==> config.mk <==
export PLATFORM = sky130hd
export DESIGN_NAME = output_layer_mac_sched
export DESIGN_NICKNAME = d
export VERILOG_FILES = /design/src/rtl/output_layer_mac_sched.sv
export SDC_FILE = /design/constraint.sdc
export NUM_CORES = 1
export LEC_CHECK = 0
export CAP_MARGIN = 15
export CORE_ASPECT_RATIO = 0.9
export CORE_MARGIN = 1
export CORE_UTILIZATION = 44
export CTS_BUF_LIST = sky130_fd_sc_hd__clkbuf_4
export CTS_CLUSTER_SIZE = 8
export DETAILED_ROUTE_END_ITERATION = 8
export PLACE_DENSITY = 0.74
export SLEW_MARGIN = 10
export SYNTH_ARGS = -nofsm -noshare
export SYNTH_HDL_FRONTEND = slang
export SYNTH_SLANG_ARGS = --single-unit
==> constraint.sdc <==
create_clock -name clk -period 5 [get_ports clk]
set_input_delay 1 -clock clk [delete_from_list [all_inputs] [get_ports clk]]
set_output_delay 1 -clock clk [all_outputs]
set_load 0.05 [all_outputs]
==> src/rtl/output_layer_mac_sched.sv <==
// Output-layer dot-product sequencer: one shared int4 x int8 multiply per cycle, N_IN+1 cycles per neuron to out_valid.
// Results held stable on out_ready=0; running argmax reported as class_idx with the done pulse.
module output_layer_mac_sched #(
    parameter int N_IN  = 16,
    parameter int N_OUT = 10,
    parameter int ACC_W = 20,
    parameter int AW_A  = $clog2(N_IN),
    parameter int AW_W  = $clog2(N_IN * N_OUT),
    parameter int OW    = $clog2(N_OUT)
) (
    input  logic                    clk,
    input  logic                    rst,
    input  logic                    start,
    output logic                    busy,
    output logic                    done,
    output logic [AW_A-1:0]         act_addr,
    input  logic signed [7:0]       act_data,
    output logic [AW_W-1:0]         w_addr,
    input  logic signed [3:0]       w_data,
    output logic signed [3:0]       mul_a,
    output logic signed [7:0]       mul_b,
    input  logic signed [11:0]      mul_y,
    output logic                    out_valid,
    input  logic                    out_ready,
    output logic [OW-1:0]           out_idx,
    output logic signed [ACC_W-1:0] out_acc,
    output logic [OW-1:0]           class_idx
);

    typedef enum logic [2:0] {IDLE, RUN, DRAIN, EMIT, FIN} state_t;

    localparam logic signed [ACC_W-1:0] ACC_MIN = {1'b1, {(ACC_W-1){1'b0}}};

    state_t                  state, state_nxt;
    logic                    issue_d;
    logic signed [ACC_W-1:0] acc, best_val;
    logic [OW-1:0]           o, best_idx;
    logic                    last_i, last_o, acc_gt;
    logic signed [ACC_W-1:0] prod_ext;

    assign last_i   = (act_addr == AW_A'(N_IN - 1));
    assign last_o   = (o == OW'(N_OUT - 1));
    assign acc_gt   = (acc > best_val);
    assign prod_ext = {{(ACC_W-12){mul_y[11]}}, mul_y};

    // Operands are gated by the issue flag so the multiplier sees zeros outside a live read.
    assign mul_a     = issue_d ? w_data : 4'sd0;
    assign mul_b     = issue_d ? act_data : 8'sd0;
    assign busy      = (state == RUN) || (state == DRAIN) || (state == EMIT);
    assign done      = (state == FIN);
    assign out_valid = (state == EMIT);
    assign out_idx   = o;
    assign out_acc   = acc;

    always_ff @(posedge clk) begin
        if (rst) state <= IDLE;
        else     state <= state_nxt;
    end

    always_comb begin
        state_nxt = state;
        case (state)
            IDLE:    if (start) state_nxt = RUN;
            RUN:     if (last_i) state_nxt = DRAIN;
            DRAIN:   state_nxt = EMIT;
            EMIT:    if (out_ready) state_nxt = last_o ? FIN : RUN;
            FIN:     state_nxt = IDLE;
            default: state_nxt = IDLE;
        endcase
    end

    always_ff @(posedge clk) begin
        if (rst) begin
            issue_d   <= 1'b0;
            acc       <= '0;
            best_val  <= ACC_MIN;
            best_idx  <= '0;
            o         <= '0;
            act_addr  <= '0;
            w_addr    <= '0;
            class_idx <= '0;
        end else begin
            issue_d <= (state == RUN);
            if (issue_d) acc <= acc + prod_ext;
            case (state)
                IDLE: if (start) begin
                    o        <= '0;
                    acc      <= '0;
                    act_addr <= '0;
                    w_addr   <= '0;
                    best_val <= ACC_MIN;
                    best_idx <= '0;
                end
                // Address registers hold on the last issue so they stay put through DRAIN/EMIT.
                RUN: if (!last_i) begin
                    act_addr <= act_addr + AW_A'(1);
                    w_addr   <= w_addr + AW_W'(1);
                end
                EMIT: if (out_ready) begin
                    if (acc_gt) begin
                        best_val <= acc;
                        best_idx <= o;
                    end
                    if (!last_o) begin
                        o        <= o + OW'(1);
                        acc      <= '0;
                        act_addr <= '0;
                        w_addr   <= w_addr + AW_W'(1);
                    end else begin
                        class_idx <= acc_gt ? o : best_idx;
                    end
                end
                default: ;
            endcase
        end
    end

endmodule

# Yosys cells after proc, flatten, opt, wreduce, memory -nomap -nowiden
# Index checks and enable logic that the tools add are counted.
# classes
div_mod_pow	0
n_lt_le_gt_ge	1
reduce_logical	11
n_mul	0
eq_ne	12
n_shift	0
n_mux	32
addsub	4
bitwise_logic	0
# op_table
op	count
2-to-1 mux 20 bit	7
one-hot mux 20 bit (2 select lines)	2
2-to-1 mux 8 bit	5
2-to-1 mux 4 bit	9
one-hot mux 8 bit (3 select lines)	1
adder 20 x 12 -> 20 bit	1
greater-than comparator 20 bit	1
one-hot mux 4 bit (2 select lines)	2
2-to-1 mux 3 bit	4
one-hot mux 3 bit (4 select lines)	1
one-hot mux 4 bit (3 select lines)	1
AND reduction 3 bit	3
adder 4 x 1 -> 4 bit, second input constant	2
adder 8 x 1 -> 8 bit, second input constant	1
== test 4 bit, second input constant	2
!= test 2 bit, second input constant	4
AND reduction 4 bit	2
== test 3 x 2 -> 1 bit, second input constant	2
AND reduction 5 bit	1
!= test 2 x 1 -> 1 bit, second input constant	2
== test 3 x 1 -> 1 bit, second input constant	1
== test 3 bit, second input constant	1
zero test 3 bit	1
nonzero test 3 bit	1
2 further kinds	3
# totals
register_bits	68
out_inout_bits	55
wordCells	69
inputBits	28
rom_bits	0
latchBits	0
mem_bits_rw	0
mem_count	0

# Depth between registers and ports, before layout
# logic_depth
depth_word	5
ltp_mapped	12

# Worst setup path after synthesis
# OpenSTA, ideal clock, no wires.
# synth_timing
kind	input to register
start	in mul_y[0]
end	reg acc[16], in the netlist out_acc[16]
arrival_time_ps	2893
path_buffers	0
slack_ps	2044
cell_stages	11
cell_sequence	ha_1 -> inv_1 -> fa_1 -> nor2b_1 -> o21ai_1 -> a21oi_1 -> o21ai_1 -> o21ai_0 -> a31oi_1 -> or4_1 -> nand3_1
# synth_via
elab_chain_len	5
# synth_lines
element	line_no	rtl
start, declared	22	input logic signed [11:0] mul_y,
adder 20 x 12 -> 20 bit *	84	if (issue_d) acc <= acc + prod_ext;
2-to-1 mux 20 bit *	84	
2-to-1 mux 20 bit	104	if (!last_o) begin
2-to-1 mux 20 bit	99	EMIT: if (out_ready) begin
one-hot mux 20 bit (2 select lines) *	85	case (state)
end signal, assigned	84	
end, declared	36	logic signed [ACC_W-1:0] acc, best_val;
# Every way passes the cells marked *; elsewhere a longest branch is shown, timed or not.
# A chain may end at the register's enable or synchronous reset.

# Worst setup path in the final report
# layout_timing
start	in act_data[5]
end	out mul_b[5]
# layout_via
elab_chain_len	1
# layout_lines
element	line_no	rtl
start, declared	17	input logic signed [7:0] act_data,
2-to-1 mux 8 bit	48	assign mul_b = issue_d ? act_data : 8'sd0;
end, declared	21	output logic signed [7:0] mul_b,
# Every way passes these cells.

==> results.toml <==
[worst_setup_path]
path_cells = "clkdlybuf4s50_1 -> and2_1 -> clkdlybuf4s50_1"
cpLargestDelayFamily = "buffers and inverters"
end_kind = "primary output"
critPathRequiredTime_ns = 4.00
worst_ep_arrival_time_ns = 2.39
worstSetupStartpointType = "primary input"
critPathSlowestCell = "clkdlybuf4s50_1"
cp_max_fo = 1
critPathMostFrequentCell = "clkdlybuf4s50_1"
slowest_delay_ns = 0.80
critPathBufInv = 2
crit_type = "in -> out"

[final_layout]
final_cell_mix = "82 x clkdlybuf4s50_1, 68 x dfxtp_1, 53 x nor2_1, 44 x nand2_1"
nFillCells = 841
layout.nets = 659
syn_to_final_growth_pct = 23.9
final_common_cell = "clkdlybuf4s50_1"
antenna_cells = 0
drive_gt1_share_pct = 6.76

[place]
place_congestion = 0.887
port_buffers = 82
place_hpwl_um = 7700

[routing]
drt_pass1_iterations = 4
drc_errors = 0
wl_per_cell_um = 14.6
drt-initial-drc-count = 130
via_per_inst = 5.54
vias = 3952
ant_nets = 0
routed_wirelength_um = 10400

[cts]
cts_sinks = 68
clockRootBuffer = "clkbuf_4"
cts_setup_buffers = 0
cts_hold_buf = 0
cts_buffers = 9
clockBufferDepth = 2
insertion_delay_ns = 0.43
cts_resized = 0
cts_tree = "built"
h-tree-depth = 3
clkTransAtPathRegs_ns = 0.11

[timing]
relSlewSlack_pct = 28.4
worst_pin_slew_ns = 1.07
grt_setup_unrepaired = "false"
post-route-period-util_pct = 67.8
setup_tns_ns = 0
max_freq_mhz = 295
finalMaxSlewViolations = 0
setup_viol = 0
hold_violations = 0
fin_skew_ns = 0.0236
min_period_ns = 3.39

[synthesis]
synth_area_leaders = "dfxtp_1 32%, ha_1 13%, a21oi_1 5.1%"
yosysUniqueCellTypes = 61
ys_seq_area_share_pct = 32.4
syn_area_um2 = 4210
synthCells = 512
synth.yosys.warnings = 0
synthFlopType = "dfxtp_1"
ys_ff_latch = 68
synth-edff-count = 0
synthArstFlopShare_pct = 0
syn-num-nets = 584
synth_area_per_cell_um2 = 8.22
netlist.area_leader.share_pct = 32.4
yosysTopAreaCell = "dfxtp_1"

[power]
intPower_uw = 754
p_comb_share_pct = 19.5
vdd_drop_max_uv = 146
seqPwrFrac_pct = 51.3
power_mw = 1.10
total_leakage_power_nw = 2.07
sw_frac_of_total_pct = 31.5
power.density_nw_per_um2 = 211
power_switching_uw = 347
clock_power_share_pct = 29.2

[global_route]
global_route.overflow_total = 0
grtUsageTotal_pct = 22.6
grt_pass1_vias = 3772
antenna_found_initial = 0
groute.layer.met2.usage_pct = 37.6
use_met3_pct = 4.97
grt_pass1_wl_um = 18000
grt_max_degree = 38
grt_use_met1_pct = 28.8
busiest_layer = "met2"

[min_path]
hp-class = "reg -> reg"

[floorplanning]
fp.coreArea_um2 = 9210
rows = 33
die_area_um2 = 9960
num_io_pins = 83
die_h_um = 94.8
start_util_pct = 45.7
die_x_um = 105

[job]
maxCapViolations = 0

[outcome]
status = "finished clean"
==> synthesized netlist by cell type, types with 3 or more instances <==
cell type,instances
nand2b_1,6
inv_1,31
and3_1,3
buf_6,3
a22o_1,4
a31o_2,3
nor2_1,53
buf_2,4
or3_1,8
a21oi_1,43
nand3_1,33
xor2_1,12
o21ai_0,17
and2_1,14
dfxtp_1,68
a21o_1,8
a211oi_1,4
o21ai_1,3
a31oi_1,7
nand4_1,14
nor2b_1,4
xnor2_1,7
clkbuf_1,12
nor3_1,10
ha_1,43
nand2_1,44
nand3b_1,3
mux2i_1,11
==> final cells by class <==
type	count	area, µm²	area share (%)
Clock buffer	12	90.1	1.73
Sequential cell	68	1360	26.1
Tap cell	122	153	2.93
Multi-Input combinational cell	391	2620	50.2
Inverter	31	116	2.23
Timing Repair Buffer	86	851	16.3
Clock inverter	4	26.3	0.504
==> worst min-delay path, cell delays in order (launching register included) <==
cell and delay (ns):
dfxtp_1 0.32, nand2_1 0.05, a21oi_1 0.05
==> routing by layer <==
metal | part of all wire [%] | vias to the layer above
met5 | 0 | -
met4 | 1.9 | 0
met3 | 6.1 | 18
met2 | 47 | 137
met1 | 45 | 1822
li1 | - | 1975
==> flip-flops by register name, indices dropped and copies added, names as in the netlist <==
| register | cells |
|---|---|
| out_idx | 4 |
| out_acc | 20 |
| act_addr | 4 |
| state | 3 |
| issue_d | 1 |
| w_addr | 8 |
| class_idx | 4 |
| best_idx | 4 |
| best_val | 20 |
==> per-stage QoR <==
step / hold WS [ns] / cell area (µm²) / setup WS [ns] / utilization, % / cells
final: 0.458 / 5210 / 1.61 / 56.6 / 714
after floorplan: 0.432 / 4210 / 2.04 / - / 512
after global placement: 0.439 / 5100 / 1.31 / 55.3 / 698
after detailed placement: 0.445 / 5100 / 1.22 / 55.3 / 698
after CTS: 0.461 / 5210 / 1.59 / 56.6 / 714
after global routing: 0.479 / 5210 / 1.37 / 56.6 / 714
==> path summary, 6_finish.rpt <==
kind / start / end / slack (ns) / cells after the start
setup / recovery: act_data[5] / mul_b[5] / 1.61 / 3
hold / removal: best_val[6]$_SDFFE_PP0P_ / best_val[6]$_SDFFE_PP0P_ / 0.46 / 2
setup reg to reg: out_acc[19]$_SDFF_PP0_ / best_idx[3]$_SDFFE_PP0P_ / 1.77 / 9
hold reg to reg: best_val[6]$_SDFFE_PP0P_ / best_val[6]$_SDFFE_PP0P_ / 0.46 / 2
==> power groups by stage <==
stage,clock network (mW),registers (mW),logic [mW]
final,0.322,0.564,0.215
after global routing,0.347,0.566,0.235
after CTS,0.329,0.564,0.214
after detailed placement,0,0.577,0.213
after global placement,0,0.576,0.208
after floorplan,0,0.593,0.128
==> logic make-up after synthesis <==
| group | after synthesis | share of synthesized area [%] |
|---|---|---|
| and+or+nand+nor | 206 | 24.8 |
| AOI/OAI and AO/OA | 111 | 17.5 |
| DFF | 68 | 32.4 |
| buffers and inverters | 53 | 5.47 |
| adders and majority gates | 44 | 13.3 |
| xor gates and xnor gates | 19 | 3.96 |
| muxes | 11 | 2.62 |
No activity file was read; power rests on OpenSTA's default activity.
